<file path="src/rtl/bus_seq_ctrl_pkg.sv">
// ---------------------------------------------------------------------------
// bus_seq_ctrl_pkg
// Shared definitions for the RV32I bus sequencer: the state encoding, the
// external SIZE codes, the funct3 access-width field, and small helpers that
// map funct3 onto the bus and check address alignment.
// ---------------------------------------------------------------------------
package bus_seq_ctrl_pkg;

    typedef enum logic [1:0] {
        FETCH = 2'b00,
        EXEC  = 2'b01,
        DMEM  = 2'b10,
        HALT  = 2'b11
    } seq_state_t;

    // External SIZE pin encoding
    localparam logic [1:0] SZ_BYTE = 2'b11;
    localparam logic [1:0] SZ_HALF = 2'b01;
    localparam logic [1:0] SZ_WORD = 2'b00;

    // funct3 field: [1:0] is the access width, [2] is the load sign control
    localparam int         FUNCT3_W = 3;
    localparam logic [1:0] F3_BYTE  = 2'b00;
    localparam logic [1:0] F3_HALF  = 2'b01;
    localparam logic [1:0] F3_WORD  = 2'b10;
    localparam logic [1:0] F3_BAD   = 2'b11;

    function automatic logic [1:0] size_code(input logic [1:0] width);
        case (width)
            F3_BYTE: size_code = SZ_BYTE;
            F3_HALF: size_code = SZ_HALF;
            default: size_code = SZ_WORD;
        endcase
    endfunction

    function automatic logic misaligned(input logic [1:0] width,
                                        input logic [1:0] addr_lo);
        case (width)
            F3_HALF: misaligned = addr_lo[0];
            F3_WORD: misaligned = (addr_lo != 2'b00);
            default: misaligned = 1'b0;
        endcase
    endfunction

endpackage

</file>
<file path="src/rtl/bus_seq_ctrl_if.sv">
// ---------------------------------------------------------------------------
// bus_seq_ctrl_if
// External memory handshake of the core.
//   ACKI_n  instruction-memory acknowledge, active low
//   ACKD_n  data-memory acknowledge, active low
//   MREQ    data-memory request
//   WRITE   data-memory write
//   SIZE    access width (11 byte, 01 half, 00 word)
//   ddt_oe  core drives the DDT data bus
// master: the sequencer side; slave: the memory / environment side.
// ---------------------------------------------------------------------------
interface bus_seq_ctrl_if;
    logic       ACKI_n;
    logic       ACKD_n;
    logic       MREQ;
    logic       WRITE;
    logic [1:0] SIZE;
    logic       ddt_oe;

    modport master (
        input  ACKI_n, ACKD_n,
        output MREQ, WRITE, SIZE, ddt_oe
    );

    modport slave (
        output ACKI_n, ACKD_n,
        input  MREQ, WRITE, SIZE, ddt_oe
    );
endinterface

</file>
<file path="src/rtl/bus_seq_ctrl_wait_timer.sv">
// ---------------------------------------------------------------------------
// bus_wait_timer
// Saturating wait-cycle counter for acknowledge timeouts.
//   clk, rst  clock and synchronous active-low reset
//   clear     zero the count (takes priority over count_en)
//   count_en  advance the count by one
//   expired   count has reached TIMEOUT_CYCLES
// The count stops at TIMEOUT_CYCLES so it can never wrap back to zero and
// hide a timeout.
// ---------------------------------------------------------------------------
module bus_wait_timer #(
    parameter int TIMEOUT_CYCLES = 255,
    parameter int CNT_W          = 8
) (
    input  logic clk,
    input  logic rst,
    input  logic clear,
    input  logic count_en,
    output logic expired
);

    localparam logic [CNT_W-1:0] LIMIT = CNT_W'(TIMEOUT_CYCLES);

    logic [CNT_W-1:0] count;

    always_ff @(posedge clk) begin
        if (!rst) begin
            count <= '0;
        end else if (clear) begin
            count <= '0;
        end else if (count_en && (count != LIMIT)) begin
            count <= count + 1'b1;
        end
    end

    assign expired = (count == LIMIT);

endmodule

</file>
<file path="src/rtl/bus_seq_ctrl.sv">
// ---------------------------------------------------------------------------
// bus_seq_ctrl
// Multi-cycle sequencer that turns the single-cycle RV32I datapath into a
// handshaked bus master. It gates PC update and register-file write on the
// instruction and data acknowledges and drives the data-bus controls.
//
// Ports
//   clk, rst        core clock, synchronous active-low reset
//   bus             memory handshake (master modport)
//   dec_mem_read    decoder load flag
//   dec_mem_write   decoder store flag
//   dec_reg_write   decoder register-write request
//   dec_funct3      access width / sign field
//   alu_addr        effective data address, only [1:0] is used
//   pc_en           one-cycle PC load strobe
//   rf_we           one-cycle register-file write strobe
//   ld_capture      one-cycle strobe to latch DDT load data
//   bus_err         sticky error flag, cleared only by reset
//   state_o         current state, debug
//
// state | meaning
// FETCH | waiting for the instruction acknowledge
// EXEC  | one cycle: decoder sampled, ALU ops retire, memory ops launch
// DMEM  | data access on the bus, waiting for the data acknowledge
// HALT  | bus error; left only through reset
// ---------------------------------------------------------------------------
module bus_seq_ctrl
    import bus_seq_ctrl_pkg::*;
#(
    parameter int TIMEOUT_CYCLES = 255,
    parameter int CNT_W          = 8
) (
    input  logic                clk,
    input  logic                rst,
    bus_seq_ctrl_if.master      bus,
    input  logic                dec_mem_read,
    input  logic                dec_mem_write,
    input  logic                dec_reg_write,
    input  logic [FUNCT3_W-1:0] dec_funct3,
    input  logic [31:0]         alu_addr,
    output logic                pc_en,
    output logic                rf_we,
    output logic                ld_capture,
    output logic                bus_err,
    output logic [1:0]          state_o
);

    seq_state_t state;
    seq_state_t state_nxt;

    logic       mreq_q;
    logic       write_q;
    logic [1:0] size_q;
    logic       oe_q;
    logic       err_q;
    logic       load_q;
    logic       reg_write_q;

    logic       pc_en_c;
    logic       rf_we_c;
    logic       ld_c;
    logic       mem_op;
    logic       expired;
    logic       wait_en;
    logic       unused_bits;

    // Upper address bits and the load sign bit belong to the datapath.
    assign unused_bits = ^{alu_addr[31:2], dec_funct3[2]};

    assign mem_op = dec_mem_read | dec_mem_write;

    always_comb begin
        state_nxt = state;
        pc_en_c   = 1'b0;
        rf_we_c   = 1'b0;
        ld_c      = 1'b0;
        case (state)
            FETCH: begin
                // An acknowledge in the timeout cycle still wins.
                if (!bus.ACKI_n) begin
                    state_nxt = EXEC;
                end else if (expired) begin
                    state_nxt = HALT;
                end
            end
            EXEC: begin
                if (dec_mem_read && dec_mem_write) begin
                    state_nxt = HALT;
                end else if (mem_op) begin
                    if ((dec_funct3[1:0] == F3_BAD) ||
                        misaligned(dec_funct3[1:0], alu_addr[1:0])) begin
                        state_nxt = HALT;
                    end else begin
                        state_nxt = DMEM;
                    end
                end else begin
                    state_nxt = FETCH;
                    pc_en_c   = 1'b1;
                    rf_we_c   = dec_reg_write;
                end
            end
            DMEM: begin
                if (!bus.ACKD_n) begin
                    state_nxt = FETCH;
                    pc_en_c   = 1'b1;
                    ld_c      = load_q;
                    rf_we_c   = load_q & reg_write_q;
                end else if (expired) begin
                    state_nxt = HALT;
                end
            end
            default: state_nxt = HALT;
        endcase
    end

    always_ff @(posedge clk) begin
        if (!rst) begin
            state       <= FETCH;
            mreq_q      <= 1'b0;
            write_q     <= 1'b0;
            size_q      <= SZ_WORD;
            oe_q        <= 1'b0;
            err_q       <= 1'b0;
            load_q      <= 1'b0;
            reg_write_q <= 1'b0;
        end else begin
            state <= state_nxt;
            if (state_nxt == HALT) begin
                err_q <= 1'b1;
            end
            if ((state == EXEC) && (state_nxt == DMEM)) begin
                mreq_q      <= 1'b1;
                write_q     <= dec_mem_write;
                oe_q        <= dec_mem_write;
                size_q      <= size_code(dec_funct3[1:0]);
                load_q      <= dec_mem_read;
                reg_write_q <= dec_reg_write;
            end else if (state_nxt != DMEM) begin
                mreq_q  <= 1'b0;
                write_q <= 1'b0;
                oe_q    <= 1'b0;
                size_q  <= SZ_WORD;
            end
        end
    end

    // Each state waits on at most one acknowledge; any state change restarts
    // the wait count.
    assign wait_en = ((state == FETCH) && bus.ACKI_n) ||
                     ((state == DMEM)  && bus.ACKD_n);

    bus_wait_timer #(
        .TIMEOUT_CYCLES (TIMEOUT_CYCLES),
        .CNT_W          (CNT_W)
    ) u_wait_timer (
        .clk      (clk),
        .rst      (rst),
        .clear    (state_nxt != state),
        .count_en (wait_en),
        .expired  (expired)
    );

    // Strobes are suppressed while reset is asserted so that an acknowledge
    // arriving in the reset cycle cannot retire a half-finished access.
    assign pc_en      = rst & pc_en_c;
    assign rf_we      = rst & rf_we_c;
    assign ld_capture = rst & ld_c;

    assign bus.MREQ   = mreq_q;
    assign bus.WRITE  = write_q;
    assign bus.SIZE   = size_q;
    assign bus.ddt_oe = oe_q;
    assign bus_err    = err_q;
    assign state_o    = state;

endmodule

</file>
<file path="src/flat_wrapper.sv">
// flat-port wrapper written by rule: the top's interface ports become plain ports
module bus_seq_ctrl_flat import bus_seq_ctrl_pkg::*;
#(
    parameter int TIMEOUT_CYCLES = 255,
    parameter int CNT_W          = 8
)
  (clk, rst, dec_mem_read, dec_mem_write, dec_reg_write, dec_funct3, alu_addr, pc_en, rf_we, ld_capture, bus_err, state_o, bus_ACKI_n, bus_ACKD_n, bus_MREQ, bus_WRITE, bus_SIZE, bus_ddt_oe);
  bus_seq_ctrl_if bus_i ();
  input  logic clk;
  input  logic rst;
  input  logic dec_mem_read;
  input  logic dec_mem_write;
  input  logic dec_reg_write;
  input  logic [FUNCT3_W-1:0] dec_funct3;
  input  logic [31:0] alu_addr;
  output logic pc_en;
  output logic rf_we;
  output logic ld_capture;
  output logic bus_err;
  output logic [1:0] state_o;
  input wire logic [$bits(bus_i.ACKI_n)-1:0] bus_ACKI_n;
  input wire logic [$bits(bus_i.ACKD_n)-1:0] bus_ACKD_n;
  output wire logic [$bits(bus_i.MREQ)-1:0] bus_MREQ;
  output wire logic [$bits(bus_i.WRITE)-1:0] bus_WRITE;
  output wire logic [$bits(bus_i.SIZE)-1:0] bus_SIZE;
  output wire logic [$bits(bus_i.ddt_oe)-1:0] bus_ddt_oe;
  assign bus_i.ACKI_n = bus_ACKI_n;
  assign bus_i.ACKD_n = bus_ACKD_n;
  assign bus_MREQ = bus_i.MREQ;
  assign bus_WRITE = bus_i.WRITE;
  assign bus_SIZE = bus_i.SIZE;
  assign bus_ddt_oe = bus_i.ddt_oe;
  bus_seq_ctrl #(.TIMEOUT_CYCLES(TIMEOUT_CYCLES), .CNT_W(CNT_W)) u_core (.clk(clk), .rst(rst), .bus(bus_i), .dec_mem_read(dec_mem_read), .dec_mem_write(dec_mem_write), .dec_reg_write(dec_reg_write), .dec_funct3(dec_funct3), .alu_addr(alu_addr), .pc_en(pc_en), .rf_we(rf_we), .ld_capture(ld_capture), .bus_err(bus_err), .state_o(state_o));
endmodule
</file>
<file path="config.mk">
export PLATFORM = sky130hd
export DESIGN_NAME = bus_seq_ctrl_flat
export DESIGN_NICKNAME = d
export VERILOG_FILES = /design/src/rtl/bus_seq_ctrl_pkg.sv /design/src/rtl/bus_seq_ctrl_if.sv /design/src/rtl/bus_seq_ctrl_wait_timer.sv /design/src/rtl/bus_seq_ctrl.sv /design/src/flat_wrapper.sv
export SDC_FILE = /design/constraint.sdc
export NUM_CORES = 1
export LEC_CHECK = 0
export ABC_CLOCK_PERIOD_IN_PS = 3100
export CAP_MARGIN = 40
export CELL_PAD_IN_SITES_DETAIL_PLACEMENT = 0
export CELL_PAD_IN_SITES_GLOBAL_PLACEMENT = 1
export CORE_UTILIZATION = 25
export DETAILED_ROUTE_END_ITERATION = 7
export GPL_TIMING_DRIVEN = 0
export PLACE_DENSITY_LB_ADDON = 0.08
export SKIP_LAST_GASP = 1
export SYNTH_ARGS = -nofsm -noshare
export SYNTH_HDL_FRONTEND = slang
export SYNTH_HIERARCHICAL = 1
export SYNTH_SLANG_ARGS = --single-unit
</file>
<file path="constraint.sdc">
create_clock -name clk -period 3.1 [get_ports clk]
set_clock_uncertainty 0.1 [all_clocks]
set_input_delay 0.62 -clock clk [delete_from_list [all_inputs] [get_ports clk]]
set_output_delay 0.62 -clock clk [all_outputs]
set_load 0.03 [all_outputs]
</file>
Word-level counts from Yosys, hierarchy flattened
Index checks and enable logic that the tools add are counted.

cells by class
  add/subtract/negate cells = 1
  multipliers = 0
  div/mod/pow operators = 0
  order comparisons = 0
  equal/unequal tests = 11
  shift-type cells = 0
  muxes and demuxes = 27
  bitwise logic cells = 6
  reduce and logical (&&, ||, !) cells = 12

operator list
  cell                                                             number
  1-bit 2-to-1 mux                                                 15
  2-bit 2-to-1 mux                                                 7
  2-bit == test, second input constant                             5
  8-bit by 1-bit adder with 8-bit output, second input constant    1
  8-bit == test, second input constant                             1
  8-bit inequality test, second input constant                     1
  1-bit case mux with 2 select lines                               3
  2-bit case mux with 3 select lines                               1
  1-bit logical AND                                                5
  1-bit AND                                                        4
  2-bit by 1-bit == test with 1-bit output, second input constant  2
  2-bit zero test                                                  2
  2-bit case mux with 2 select lines                               1
  2-bit nonzero test                                               2
  1-bit logical OR                                                 2
  2-bit inequality test                                            1
  2-bit inequality test, second input constant                     1
  2-bit OR reduction                                               1
  1-bit NOT                                                        1
  1-bit OR                                                         1

storage, ports and cells
  register bits = 17
  latch bits = 0
  RAM bits = 0
  ROM bits = 0
  input bits = 42
  output and inout port bits = 11
  logic and storage cells = 65
  memories = 0

Longest topological paths before layout
Gate-level depths: netlist (run 1).

  depth in word-level cells = 13
  gate-level depth with buffers = 10

Modules after synthesis
The synthesis (run 1) kept the hierarchy.

modules (own cells, without submodules)
  module          times used  cells an instance  area an instance (µm²)  seq. area each (µm²)
  bus_seq_ctrl    1           77                 676.9                   180.2
  bus_wait_timer  1           50                 422.9                   160.2

Worst setup path after synthesis (run 1)
Ideal clock, no wire load.

  kind = reg2reg
  from = register u_core.state[1] (netlist: u_core/state_o[1])
  to = register u_core.u_wait_timer.count[3]
  arrival time = 2.212 ns
  data required time = 2.926 ns
  path slack = 0.714 ns
  cell stages (with the launch flop) = 11
  path buffers = 1
  period minus slack after synthesis = 2.386 ns
  cell sequence = dfxtp_1 -> inv_1 -> ha_1 -> buf_6 -> o21ai_1 -> o211a_4 -> xnor2_1 -> o21ai_0 -> nand2b_1 -> a2111o_1 -> o21ai_0

on the way
  longest elaborated chain between the ends = 5
  elaborated cells on any way between the ends = 13

ends and longest elaborated chain
  what                                        RTL line                                 source
  start: declaration                          bus_seq_ctrl.sv:48                       seq_state_t state;
  start signal: assignment                    bus_seq_ctrl.sv:127                      state <= state_nxt;
  2-bit 2-to-1 mux                            bus_seq_ctrl.sv:82, bus_seq_ctrl.sv:108
  2-bit 2-to-1 mux, on equally long branches  bus_seq_ctrl.sv:103, bus_seq_ctrl.sv:80
  2-bit case mux with 3 select lines          bus_seq_ctrl.sv:77                       case (state)
  2-bit inequality test                       bus_seq_ctrl.sv:158                      .clear (state_nxt != state),
  2-bit OR reduction (no line)                -
  end signal: assignment                      bus_seq_ctrl_wait_timer.sv:32            count <= count + 1'b1;
  end: declaration                            bus_seq_ctrl_wait_timer.sv:24            logic [CNT_W-1:0] count;

Several ways; a longest one is shown, not always the timed one.
A chain may end at the register's enable or synchronous reset.

Worst setup path after layout (run 1)
  from = input rst
  to = output rf_we

on the way
  longest elaborated chain between the ends = 1

ends and longest elaborated chain
  what                RTL line             source
  start: declaration  flat_wrapper.sv:10   input logic rst;
  1-bit AND           bus_seq_ctrl.sv:166  assign rf_we = rst & rf_we_c;
  end: declaration    flat_wrapper.sv:17   output logic rf_we;

Every way passes these cells.

==> flow_metrics.tcl, run 1 <==
set metrics [dict create \
    status "completed" \
    synthMuxAreaShare_pct 5.46 \
    place_congestion 0.787 \
    numCtsBuffers 3 \
    n_antenna_cell 0 \
    fin_util_pct 34.5 \
    synth.top_cell.area_share_pct 30.9 \
    finalNetCount 205 \
    grt_usage_pct 13.4 \
    place_hpwl_mm 2.05 \
    cts_buffer_depth 2 \
    hold_viol 0 \
    synth_simple_gate_area_share_pct 26.3 \
    r2r_cells 10 \
    viasPerCell 4.85 \
    layout_commonest_cell "clkdlybuf4s50_1" \
    core_area_sq_um 4120 \
    synthAdderAreaFrac_pct 11.4 \
    cts_tree "built" \
    grt_pass1_vias 969 \
    syn-num-nets 179 \
    hold-path-cell-count 2 \
    place_area_sq_um 1370 \
    root_buffer "clkbuf_8" \
    insertion_delay_ns 0.25 \
    crit_type "in2out" \
    ys_seq_elements 17 \
    ys_seq_area_share_pct 30.9 \
    final_layout_size_suffix_gt1_share_pct 9.87 \
    dieArea_sq_um 4670 \
    grt.overflow.total 0 \
    drv_cap 0 \
    synth_area_leaders "dfxtp_1, ha_1, mux2i_1" \
    p_leak_nw 0.535 \
    num_rows 23 \
    die_w_um 68.3 \
    fin_crit_sh_pct 96.5 \
    postSynthCellCount 127 \
    cp_data_required_time_ns 2.38 \
    critPathMaxFanout 9 \
    io_pins 53 \
    num_vias 979 \
    start_util_pct 26.7 \
    wl_mm 2.57 \
    area_growth_pct 29.1 \
    synthXorXnorAreaFrac_pct 0.796 \
    cts_num_sinks 17 \
    finalSetupViolations 0 \
    grt_max_degree 11 \
    die_h_um 68.3 \
    io_buffers 21 \
    arrival_ns 2.27 \
    synth_top_family_by_area "simple AND/OR/NAND/NOR gates" \
    worstSetupStartpointType "input pin" \
    drt_iter0_markers 46 \
    clk_pin_slew_ns 0.07 \
    grt_first_pass_wirelength_mm 4.64 \
    h-tree-depth 1 \
    antenna_found_initial 0 \
    fin_area_sq_um 1420 \
    fmax_mhz 334 \
    avgSynthCellArea_sq_um 8.66 \
    wire_per_inst_um 12.7 \
    synth-compound-area-share_pct 19.6 \
    drc 0 \
    drv_slew 0 \
    cp-end-kind "output port" \
    synthDistinctLibCells 40 \
    worstMarginPinSlew_ns 0.481 \
    relSlewSlack_pct 67.9 \
    rsz0062_at_grt "no" \
    final_cell_mix "clkdlybuf4s50_1, dfxtp_1, nand2_1, a21oi_1, ha_1" \
    antenna_left 0 \
    ir_drop_v 0.000154 \
    synth_warnings 6 \
    netlist_area_sq_um 1100 \
    fin_crit_ns 2.99 \
    hold_path_class "reg2reg" \
    powerDensity_nw_per_um2 446 \
    cts_setup_buffers 0 \
    tns_ns 0 \
    firstDrtPassIters 4 \
    synth_area_leader_cell "dfxtp_1" \
]
[path summary, 6_finish.rpt]
| kind | startpoint | to | slack, ns |
|---|---|---|---|
| setup / recovery | rst | rf_we | 0.11 |
| hold / removal | u_core/reg_write_q | u_core/reg_write_q | 0.37 |
| hold reg to reg | u_core/reg_write_q | u_core/reg_write_q | 0.37 |
| setup reg to reg | u_core/u_wait_timer/count[0] | u_core/u_wait_timer/count[3] | 0.54 |
[logic make-up (layout without fill, tap and decap cells)]
kind of cell / after synthesis / in the layout
multiplexers: 6 / 6
buffers and inverters: 13 / 38
AND/OR/NAND/NOR: 50 / 50
XOR/XNOR: 1 / 1
adder cells (fa/ha/maj): 10 / 10
flip-flops: 17 / 17
AO/OA/AOI/OAI: 30 / 30
[through the flow]
stage / power (W) / setup WS, ns / cells / hold slack, ns
after global routing: 0.000679 / 0.0182 / 202 / 0.414
final: 0.000633 / 0.109 / 202 / 0.370
after floorplan: 0.000399 / 0.714 / 127 / 0.335
after detailed placement: 0.000469 / -0.0940 / 198 / 0.352
after global placement: 0.000468 / -0.131 / 198 / 0.353
after CTS: 0.000645 / 0.0890 / 202 / 0.371
[Yosys cell counts (all sizes together)]
library cell  number
a22oi              1
nor4b              1
buf                3
o211a              2
and2               2
a31oi              2
nand3              4
o21bai             1
nand4b             1
ha                10
and4b              1
or4                1
nand2b             4
and3               2
nor3               7
dfxtp             17
nand4              2
a21oi             11
a311oi             1
a2111o             1
nand2             13
nor2b              2
a21boi             1
a2111oi            2
inv                9
and4               2
nor2               8
xnor2              1
mux2i              6
o21ai              5
clkbuf             1
o211ai             2
a31o               1
[per-layer routing]
layer / global-route usage [%] / part of all wire, % / up-vias
li1: - / - / 510
met1: 19.7 / 54 / 452
met5: 0 / 0 / -
met4: 4.69 / 0.70 / 0
met2: 19.2 / 41 / 15
met3: 2.50 / 3.4 / 2
[critical path, cell delays in order]
cell and delay [ns]:
clkdlybuf4s50_1 0.50, clkbuf_2 0.24, nand2_1 0.11, a21oi_1 0.12
clkdlybuf4s50_1 0.68
[report_power, final]
group / switching [W] / total, W / internal, W
Combinational: 0.000126 / 0.000219 / 0.0000932
Clock: 0.0000813 / 0.000171 / 0.0000893
Sequential: 0.0000128 / 0.000243 / 0.000230
[registers in the layout, indices dropped and copies added, names as in the netlist]
| name | cells |
|---|---|
| u_core/bus.MREQ | 1 |
| u_core/bus_err | 1 |
| u_core/u_wait_timer/count | 8 |
| u_core/bus.SIZE | 2 |
| u_core/reg_write_q | 1 |
| u_core/state_o | 2 |
| u_core/bus.ddt_oe | 1 |
| u_core/load_q | 1 |
[area by class of cell]
type | count | area [sq um]
Sequential cell | 17 | 340
Fill cell | 441 | 2700
Buffer | 4 | 28.8
Clock inverter | 1 | 5.00
Multi-Input combinational cell | 97 | 698
Clock buffer | 3 | 41.3
Inverter | 9 | 33.8
Tap cell | 50 | 62.6
Timing Repair Buffer | 21 | 210
[repair_timing]
| action | CTS | global route |
|---|---|---|
| setup endpoints to repair | 3 | 0 |
| hold buffers | 0 | 0 |
| gates resized for setup | 1 | 0 |
(Power assumes the default switching activity.)
==> run 2: changes to the inputs <==
--- a/config.mk
+++ b/config.mk
@@ -9,7 +9,7 @@
 export CAP_MARGIN = 40
 export CELL_PAD_IN_SITES_DETAIL_PLACEMENT = 0
 export CELL_PAD_IN_SITES_GLOBAL_PLACEMENT = 1
-export CORE_UTILIZATION = 25
+export CORE_UTILIZATION = 28
 export DETAILED_ROUTE_END_ITERATION = 7
 export GPL_TIMING_DRIVEN = 0
 export PLACE_DENSITY_LB_ADDON = 0.08
==> run 2 against run 1 <==
Via count decreased by 0.82%. Register-to-register slack better by 0.03 ns. Sequential cell count is the same. Maximum frequency shrank 0.40%. Non-clock buffer count unchanged. Highest routed layer unchanged.
==> flow_metrics.tcl, run 2 (synthesis results as in run 1) <==
set metrics [dict create \
    status "completed" \
    nFillCells 414 \
    top_register "u_core/u_wait_timer/count" \
    rsz0062_at_grt "no" \
    drv_slew 0 \
    worstMarginPinSlew_ns 0.513 \
    io_buffers 21 \
    place_congestion 0.844 \
    timing.final.ws_setup_ns 0.0972 \
    powerDensity_nw_per_um2 442 \
    wl_mm 2.53 \
    power_w 0.000627 \
    io_pins 53 \
    rrSetupSlack_ns 0.57 \
    hold-path-cell-count 2 \
    min-delay-start "u_core/reg_write_q" \
    r2r_cells 10 \
    finalSetupViolations 0 \
    finalNetCount 205 \
    grt_pass1_vias 930 \
    root_buffer "clkbuf_8" \
    arrival_ns 2.28 \
    reg2reg_to "u_core/u_wait_timer/count[3]" \
    antenna_left 0 \
    final_cell_mix "clkdlybuf4s50_1, dfxtp_1, nand2_1, a21oi_1, ha_1" \
    area_growth_pct 29.0 \
    core_area_sq_um 3720 \
    drt_iter0_markers 47 \
    relSlewSlack_pct 65.7 \
    pre_cts_slack_ns -0.136 \
    cts_buffer_depth 2 \
    fmax_mhz 333 \
    n_antenna_cell 0 \
    clk_pin_slew_ns 0.07 \
    cp-end-kind "output port" \
    fin_crit_ns 3.00 \
    grt_max_degree 10 \
    start_util_pct 29.6 \
    antenna_found_initial 0 \
    critPathMaxFanout 9 \
    multi_input_area_sq_um 698 \
    dieArea_sq_um 4180 \
    crit_type "in2out" \
    layout_commonest_cell "clkdlybuf4s50_1" \
    numCtsBuffers 3 \
    hold_viol 0 \
    cts_tree "built" \
    hold_path_class "reg2reg" \
    p_leak_nw 0.551 \
    drc 0 \
    cp_data_required_time_ns 2.38 \
    rr_startpoint "u_core/u_wait_timer/count[0]" \
    seq_area_sq_um 340 \
    grt.overflow.total 0 \
    fin_util_pct 38.2 \
    grt_usage_pct 13.2 \
    largest_reg_flops 8 \
    cts_setup_buffers 0 \
    final_layout_size_suffix_gt1_share_pct 9.21 \
    firstDrtPassIters 4 \
    insertion_delay_ns 0.25 \
    fin_crit_sh_pct 96.9 \
    place_hpwl_mm 1.95 \
    num_vias 971 \
    die_h_um 64.7 \
    hold_buffers 0 \
    viasPerCell 4.86 \
    cts_num_sinks 17 \
    worstSetupStartpointType "input pin" \
    drv_cap 0 \
    grt_first_pass_wirelength_mm 4.28 \
    num_rows 22 \
    die_w_um 64.7 \
    wire_per_inst_um 12.7 \
    h-tree-depth 1 \
    hold_path_end "u_core/reg_write_q" \
    ir_drop_v 0.000184 \
]
## run 2: cell types whose count changed in the layout (fill, tap and decap cells not counted)
cell | previous run | this run
clkbuf_1 | 0 | 1
dlymetal6s2s_1 | 0 | 1
clkinv_2 | 1 | 0
clkdlybuf4s50_1 | 21 | 20
## run 2: metal layers
metal	track usage [%]	up-vias	wire, um
li1	-	505	-
met1	18.1	448	1340
met2	19.9	16	1060
met3	3.17	2	104
met4	5.00	0	22
met5	0	-	0
## run 2: worst max-delay path, stage by stage
cell and delay (ns):
clkdlybuf4s50_1 0.51, clkbuf_2 0.26, and4b_1 0.23, clkdlybuf4s50_1 0.66
## run 2: worst max-delay path by stage
stage / from / to / slack (ns)
after floorplan: u_core/state_o[1] / u_core/u_wait_timer/count[3] / 0.71
after global placement: rst / rf_we / -0.11
after detailed placement: rst / rf_we / -0.14
after CTS: rst / rf_we / 0.06
after global routing: dec_funct3[0] / u_core/u_wait_timer/count[3] / 0.02
final: rst / ld_capture / 0.1
## run 2: final cells by class
class,instances,share of cell area (%)
Clock buffer,4,3.17
Sequential cell,17,24.0
Buffer,4,2.03
Inverter,9,2.38
Timing Repair Buffer,21,15.0
Tap cell,48,4.23
Multi-Input combinational cell,97,49.2
## run 2: power by group
group	switching [W]	internal, W	total, W
registers	0.0000125	0.000230	0.000243
clock network	0.0000762	0.0000911	0.000167
logic	0.000124	0.0000928	0.000217
## run 2: through the flow
stage               TNS (ns)  hold WS [ns]  instance area [sq um]  cells
detailed placement    -0.374         0.355                   1370    196
global route               0         0.386                   1420    200
finish                     0         0.359                   1420    200
global placement      -0.285         0.347                   1370    196
CTS                        0         0.367                   1420    200
floorplan                  0         0.335                   1100    127
## run 2: repair_timing
action                     in CTS  in global routing
cloned                          0                  0
setup endpoints to repair       3                  1
resized for setup               1                  1
